[src/rtl/edge_counter_multi.sv]
// Multi-channel edge counter: synchronised inputs, START/STOP/SNAPSHOT commands, per-channel RTI word emission.
// Build option: define EDGE_COUNTER_SATURATE_EN to make counts saturate with a sticky per-channel flag.
module edge_counter_multi #(
    parameter int NUM_CH      = 4,
    parameter int DATA_WIDTH  = 16,
    parameter int SYNC_STAGES = 2
) (
    input  logic                  rtio_clk,
    input  logic                  rtio_resetn,
    input  logic [NUM_CH-1:0]     input_sig,
    input  logic [63:0]           cmd_in,
    input  logic                  valid,
    input  logic [63:0]           counter,
    input  logic                  wr_full,
    output logic                  write,
    output logic [127:0]          count_out,
    output logic                  busy,
    output logic                  cmd_error
);

    typedef enum logic [0:0] {
        ST_IDLE = 1'b0,
        ST_EMIT = 1'b1
    } state_e;

    localparam logic [1:0] OP_START = 2'd1;
    localparam logic [1:0] OP_STOP  = 2'd2;
    localparam logic [1:0] OP_SNAP  = 2'd3;

    state_e                state_q, state_d;
    logic [NUM_CH-1:0]     sync_q [SYNC_STAGES];
    logic [NUM_CH-1:0]     prev_q;
    logic [DATA_WIDTH-1:0] cnt_q [NUM_CH];
    logic [DATA_WIDTH-1:0] cnt_d [NUM_CH];
    logic [1:0]            mode_q [NUM_CH];
    logic [1:0]            mode_d [NUM_CH];
    logic [NUM_CH-1:0]     run_q, run_d, sat_q, sat_d;
    logic [DATA_WIDTH-1:0] cap_cnt_q [NUM_CH];
    logic [DATA_WIDTH-1:0] cap_cnt_d [NUM_CH];
    logic [NUM_CH-1:0]     cap_run_q, cap_run_d, cap_sat_q, cap_sat_d;
    logic [NUM_CH-1:0]     pend_q, pend_d;
    logic [63:0]           ts_q, ts_d;
    logic [127:0]          word_q, word_d;
    logic                  word_vld_q, word_vld_d;
    logic                  err_q, err_d;

    logic                  accept_s;
    logic                  fire_s;
    logic [1:0]            op_s, cmd_mode_s;
    logic [NUM_CH-1:0]     mask_s;
    logic [NUM_CH-1:0]     sync_last_s, rise_s, fall_s, hit_s;
    logic [NUM_CH-1:0]     sel_oh_s;
    logic [7:0]            sel_idx_s;
    logic [DATA_WIDTH-1:0] sel_cnt_s;
    logic                  sel_run_s, sel_sat_s;
    logic                  unused_cmd_s;

    function automatic logic [127:0] pack_word(
        input logic [63:0]           ts,
        input logic [7:0]            idx,
        input logic                  sat,
        input logic                  run,
        input logic [DATA_WIDTH-1:0] cnt
    );
        logic [63:0] lo;
        lo                 = 64'd0;
        lo[DATA_WIDTH-1:0] = cnt;
        lo[54]             = run;
        lo[55]             = sat;
        lo[63:56]          = idx;
        return {ts, lo};
    endfunction

    assign op_s         = cmd_in[1:0];
    assign cmd_mode_s   = cmd_in[3:2];
    assign mask_s       = cmd_in[4 +: NUM_CH];
    assign unused_cmd_s = ^cmd_in[63:4+NUM_CH];
    assign accept_s     = valid && (state_q == ST_IDLE);
    assign fire_s       = word_vld_q && !wr_full;

    assign sync_last_s  = sync_q[SYNC_STAGES-1];
    assign rise_s       = sync_last_s & ~prev_q;
    assign fall_s       = ~sync_last_s & prev_q;

    assign write        = fire_s;
    assign count_out    = word_q;
    assign busy         = (state_q == ST_EMIT);
    assign cmd_error    = err_q;

    // Synchroniser chain plus the edge-detect history flop.
    always_ff @(posedge rtio_clk or negedge rtio_resetn) begin
        if (!rtio_resetn) begin
            for (int s = 0; s < SYNC_STAGES; s++) begin
                sync_q[s] <= '0;
            end
            prev_q <= '0;
        end else begin
            sync_q[0] <= input_sig;
            for (int s = 1; s < SYNC_STAGES; s++) begin
                sync_q[s] <= sync_q[s-1];
            end
            prev_q <= sync_last_s;
        end
    end

    // Per-channel qualifying edge according to the latched edge mode (3 behaves as rising).
    always_comb begin
        hit_s = '0;
        for (int i = 0; i < NUM_CH; i++) begin
            case (mode_q[i])
                2'd1:    hit_s[i] = fall_s[i];
                2'd2:    hit_s[i] = rise_s[i] | fall_s[i];
                default: hit_s[i] = rise_s[i];
            endcase
        end
    end

    // Counting and command effects; captures see the count including this cycle's edge.
    always_comb begin
        run_d     = run_q;
        sat_d     = sat_q;
        cap_run_d = cap_run_q;
        cap_sat_d = cap_sat_q;
        for (int i = 0; i < NUM_CH; i++) begin
            cnt_d[i]     = cnt_q[i];
            mode_d[i]    = mode_q[i];
            cap_cnt_d[i] = cap_cnt_q[i];
            if (run_q[i] && hit_s[i]) begin
`ifdef EDGE_COUNTER_SATURATE_EN
                if (cnt_q[i] == {DATA_WIDTH{1'b1}}) begin
                    sat_d[i] = 1'b1;
                end else begin
                    cnt_d[i] = cnt_q[i] + DATA_WIDTH'(1);
                end
`else
                cnt_d[i] = cnt_q[i] + DATA_WIDTH'(1);
`endif
            end else begin
                cnt_d[i] = cnt_q[i];
            end
            if (accept_s && mask_s[i]) begin
                case (op_s)
                    OP_START: begin
                        cnt_d[i]  = '0;
                        mode_d[i] = cmd_mode_s;
                        run_d[i]  = 1'b1;
                        sat_d[i]  = 1'b0;
                    end
                    OP_STOP: begin
                        cap_cnt_d[i] = cnt_d[i];
                        cap_run_d[i] = run_q[i];
                        cap_sat_d[i] = sat_d[i];
                        run_d[i]     = 1'b0;
                    end
                    OP_SNAP: begin
                        cap_cnt_d[i] = cnt_d[i];
                        cap_run_d[i] = run_q[i];
                        cap_sat_d[i] = sat_d[i];
                    end
                    default: begin
                        run_d[i] = run_q[i];
                    end
                endcase
            end else begin
                mode_d[i] = mode_q[i];
            end
        end
    end

    // Channel state and capture registers.
    always_ff @(posedge rtio_clk or negedge rtio_resetn) begin
        if (!rtio_resetn) begin
            for (int i = 0; i < NUM_CH; i++) begin
                cnt_q[i]     <= '0;
                mode_q[i]    <= 2'd0;
                cap_cnt_q[i] <= '0;
            end
            run_q     <= '0;
            sat_q     <= '0;
            cap_run_q <= '0;
            cap_sat_q <= '0;
        end else begin
            for (int i = 0; i < NUM_CH; i++) begin
                cnt_q[i]     <= cnt_d[i];
                mode_q[i]    <= mode_d[i];
                cap_cnt_q[i] <= cap_cnt_d[i];
            end
            run_q     <= run_d;
            sat_q     <= sat_d;
            cap_run_q <= cap_run_d;
            cap_sat_q <= cap_sat_d;
        end
    end

    // Lowest pending channel: isolate the least significant set bit, then mux its capture.
    always_comb begin
        sel_oh_s  = pend_q & (~pend_q + NUM_CH'(1));
        sel_idx_s = 8'd0;
        sel_cnt_s = '0;
        sel_run_s = 1'b0;
        sel_sat_s = 1'b0;
        for (int i = 0; i < NUM_CH; i++) begin
            sel_idx_s = sel_idx_s | ({8{sel_oh_s[i]}} & 8'(i));
            sel_cnt_s = sel_cnt_s | ({DATA_WIDTH{sel_oh_s[i]}} & cap_cnt_q[i]);
            sel_run_s = sel_run_s | (sel_oh_s[i] & cap_run_q[i]);
            sel_sat_s = sel_sat_s | (sel_oh_s[i] & cap_sat_q[i]);
        end
    end

    // Emission FSM: the staged word is held until the FIFO accepts it.
    always_comb begin
        state_d    = state_q;
        pend_d     = pend_q;
        ts_d       = ts_q;
        word_d     = word_q;
        word_vld_d = word_vld_q;
        err_d      = 1'b0;
        case (state_q)
            ST_IDLE: begin
                if (accept_s && ((op_s == OP_STOP) || (op_s == OP_SNAP)) && (mask_s != '0)) begin
                    state_d = ST_EMIT;
                    pend_d  = mask_s;
                    ts_d    = counter;
                end else begin
                    state_d = ST_IDLE;
                end
            end
            ST_EMIT: begin
                err_d = valid;
                if (!word_vld_q || fire_s) begin
                    if (pend_q != '0) begin
                        word_d     = pack_word(ts_q, sel_idx_s, sel_sat_s, sel_run_s, sel_cnt_s);
                        word_vld_d = 1'b1;
                        pend_d     = pend_q & ~sel_oh_s;
                    end else begin
                        word_vld_d = 1'b0;
                        state_d    = ST_IDLE;
                    end
                end else begin
                    word_vld_d = 1'b1;
                end
            end
            default: begin
                state_d    = ST_IDLE;
                word_vld_d = 1'b0;
            end
        endcase
    end

    // Emission registers and the dropped-command pulse.
    always_ff @(posedge rtio_clk or negedge rtio_resetn) begin
        if (!rtio_resetn) begin
            state_q    <= ST_IDLE;
            pend_q     <= '0;
            ts_q       <= 64'd0;
            word_q     <= 128'd0;
            word_vld_q <= 1'b0;
            err_q      <= 1'b0;
        end else begin
            state_q    <= state_d;
            pend_q     <= pend_d;
            ts_q       <= ts_d;
            word_q     <= word_d;
            word_vld_q <= word_vld_d;
            err_q      <= err_d;
        end
    end

endmodule

[config.mk]
export PLATFORM = sky130hd
export DESIGN_NAME = edge_counter_multi
export DESIGN_NICKNAME = d
export VERILOG_FILES = /design/src/rtl/edge_counter_multi.sv
export SDC_FILE = /design/constraint.sdc
export NUM_CORES = 1
export LEC_CHECK = 0
export CAP_MARGIN = 20
export CORE_UTILIZATION = 50
export CTS_CLUSTER_DIAMETER = 200
export CTS_CLUSTER_SIZE = 28
export DETAILED_ROUTE_END_ITERATION = 8
export PLACE_DENSITY = 0.86
export RECOVER_POWER = 50
export SYNTH_ARGS = -nofsm -noshare
export SYNTH_HDL_FRONTEND = slang
export SYNTH_SLANG_ARGS = --single-unit
[constraint.sdc]
create_clock -name rtio_clk -period 2.75 [get_ports rtio_clk]
set_input_delay 0.55 -clock rtio_clk [delete_from_list [all_inputs] [get_ports rtio_clk]]
set_output_delay 0.55 -clock rtio_clk [all_outputs]
set_load 0.01 [all_outputs]
==> flow_summary.yaml <==
critical_path:
  crit_top_cell: "clkdlybuf4s50_1"
  cp_slowest_stage_delay_ns: 0.56
  crit_arrival_ns: 1.81
  criticalPathCategory: "in -> out"
  cp_top_family: "buffers and inverters"
  critPathMaxFanout: 5
  critPathBufInv: 2
  reg2regPathDepth: 7
  path_cells: "clkdlybuf4s50_1 -> nor2b_1 -> clkdlybuf4s50_1"
  timing.rr.start: "mode_q[4]"
  critPathCaptureType: "output port"
  r2r_setup_slack_ns: 0.44
  worst_r2r_endpoint: "cap_cnt_q[38]"
  critPathSlowestCell: "clkdlybuf4s50_1"
  cp_data_required_time_ns: 2.20
  crit_path_start_kind: "input port"
detailed_routing:
  wire_per_inst_um: 17.5
  drc: 0
  routed_wl_mm: 28.3
  drtIter0Drc: 601
  vias: 8754
  drtPass1Iterations: 5
  vias_per_cell: 5.41
  final_antenna_net_count: 0
yosys:
  synthMuxAreaShare: 0.116
  synth_edf_count: 0
  synth-xor-area-share: 0.0397
  synth_compound_area_frac: 0.0699
  avgSynthCellArea_um2: 11.7
  synth_fa_ha_area_frac: 0.0217
  ys_ff_latch: 310
  yosys_warnings: 0
  synthFlopType: "dfrtp_1"
  syn-cell-area_um2: 13200
  synth_cell_types: 44
  ys_seq_area_frac: 0.586
  synth_top_family_by_area: "multiplexers"
  async_reset_ff_frac: 1.00
  synth-simple-area-share: 0.112
  syn_inst: 1129
final_layout:
  final_cell_mix: "310 x dfrtp_1, 158 x clkdlybuf4s50_1, 133 x mux2_2"
  postLayoutCoreUtil: 0.598
  nets: 1442
  n_fill_cell: 2086
  drive_above_1_share: 0.143
  syn_to_final_growth_pct: 17.4
  mostFrequentLayoutCell: "dfrtp_1"
  diodes: 0
power_and_ir_drop:
  p_leak_nw: 6.67
  p_per_area_nw_per_um2: 1120
  ir_drop_mv: 0.726
place:
  dp_hpwl_mm: 19.9
  numPortBuffers: 165
  gp_congestion: 0.811
  dp_slack_ns: 0.101
die:
  die_area_um2: 27100
  die_x_um: 165
  die_height_um: 165
  fp.coreArea_um2: 26000
  std_cell_rows: 59
  start_util: 0.509
  ioPinCount: 267
global_routing:
  antenna_found_initial: 0
  grt_first_pass_wirelength_mm: 44.3
  grt_use_total: 0.207
  grt-ovfl-total: 0
  grt_max_degree: 83
  grt_pass1_vias: 8722
cts:
  post_cts_resized: 0
  insertion_delay_ns: 0.49
  root_buffer: "clkbuf_16"
  holdBufCountCts: 1
  clock-sinks: 310
  clockBufferDepth: 3
  htreeDepth: 1
  clk_pin_slew_ns: 0.10
  cts_tree: "yes"
  cts_buffers: 15
  post_cts_buffers: 0
sta:
  timing.final.crit_share: 0.859
  setup_viol: 0
  slew_headroom: -0.110
  fin_skew_ns: 0.0370
  finalCriticalPeriod_ns: 2.36
  tightest_slew_ns: 1.67
  clock.fmax_mhz: 423
  rsz0062_at_grt: "false"
  tns_ns: 0
  slew_violations: 61
  final.setup.worst_slack_ns: 0.387
  hold_viol: 0
run:
  cap_violations: 1
run_status:
  violations: "capacitance limit, slew limit"
  outcome: "complete, but fails checks"
hold_path:
  min_from: "sync_q[7]"
  hold_end: "sync_last_s[3]"
  min_path_type: "reg -> reg"
  hold_depth: 0
-- stage by stage --
stage / std cells / total power, mW / instance area (um^2) / hold WS, ns
6_report: 1617 / 17.4 / 15500 / 0.360
5_1_grt: 1617 / 18.5 / 15500 / 0.370
4_1_cts: 1616 / 17.5 / 15600 / 0.363
3_5_place_dp: 1599 / 15.1 / 15200 / 0.338
3_3_place_gp: 1599 / 14.7 / 15200 / 0.331
2_1_floorplan: 1173 / 12.1 / 13400 / 0.254
-- worst reg2reg max path: stages (launching register included) --
cell	delay [ns]
dfrtp_1	0.37
inv_1	0.06
ha_1	0.34
o311ai_4	0.70
buf_4	0.25
nor3_1	0.06
xnor2_1	0.27
o21ai_0	0.14
-- per-layer routing --
metal  vias up  global-route usage  wire length, um
li1       4064                   -                -
met1      4424               0.269            11600
met2       220               0.363            14600
met3        46              0.0299             1370
met4         0              0.0534              737
met5         -                   0                0
-- layout make-up --
cell class | count | area (um^2) | share of cell area
clock buffer | 15 | 375 | 0.0242
clock inverter | 1 | 30.0 | 0.00193
inverter | 35 | 131 | 0.00846
multi-input combinational | 730 | 4940 | 0.318
sequential | 310 | 7760 | 0.499
tap | 335 | 419 | 0.0270
timing repair buffer | 191 | 1880 | 0.121
-- cells by family after synthesis --
kind of cell               after synthesis
and+or+nand+nor                        316
muxes                                  137
buffers and inverters                  133
other                                    1
adders and majority gates               23
AOI/OAI and AO/OA                      149
xor gates and xnor gates                60
DFF                                    310
-- flip-flops by register name, indices dropped and copies added (netlist names) --
| signal | flops |
|---|---|
| ts_q | 64 |
| pend_q | 4 |
| cnt_q | 64 |
| cap_run_q | 4 |
| sync_last_s | 4 |
| count_out | 83 |
| sync_q | 4 |
| cap_cnt_q | 64 |
| run_q | 4 |
| word_vld_q | 1 |
| cmd_error | 1 |
| busy | 1 |
| mode_q | 8 |
| prev_q | 4 |
-- where the power goes --
part	internal [mW]	switching (mW)
Combinational	3.54	3.38
Clock	1.01	1.39
Sequential	6.68	1.41
Total	11.2	6.19
-- synthesized netlist by cell type, drive strengths merged (20+ instances only) --
cell / n / area [um^2]
dfrtp: 310 / 7760
mux2: 133 / 1500
nor2: 115 / 432
nand2: 94 / 353
o21ai: 77 / 385
buf: 66 / 464
xnor2: 56 / 490
inv: 35 / 131
clkbuf: 32 / 120
a21oi: 25 / 125
nor4: 25 / 208
ha: 23 / 288
nand3: 22 / 115
nor3: 20 / 100
-- how the worst max path moves through the flow --
stage,from,to,cells past startpoint
2_1_floorplan,cmd_in[0],ts_q[25],7
3_3_place_gp,cmd_in[1],ts_q[61],6
3_5_place_dp,cmd_in[0],cap_cnt_q[59],8
4_1_cts,wr_full,write,3
5_1_grt,rtio_resetn,count_out[86],3
6_report,wr_full,write,3
Power figures use the tool's default switching activity.
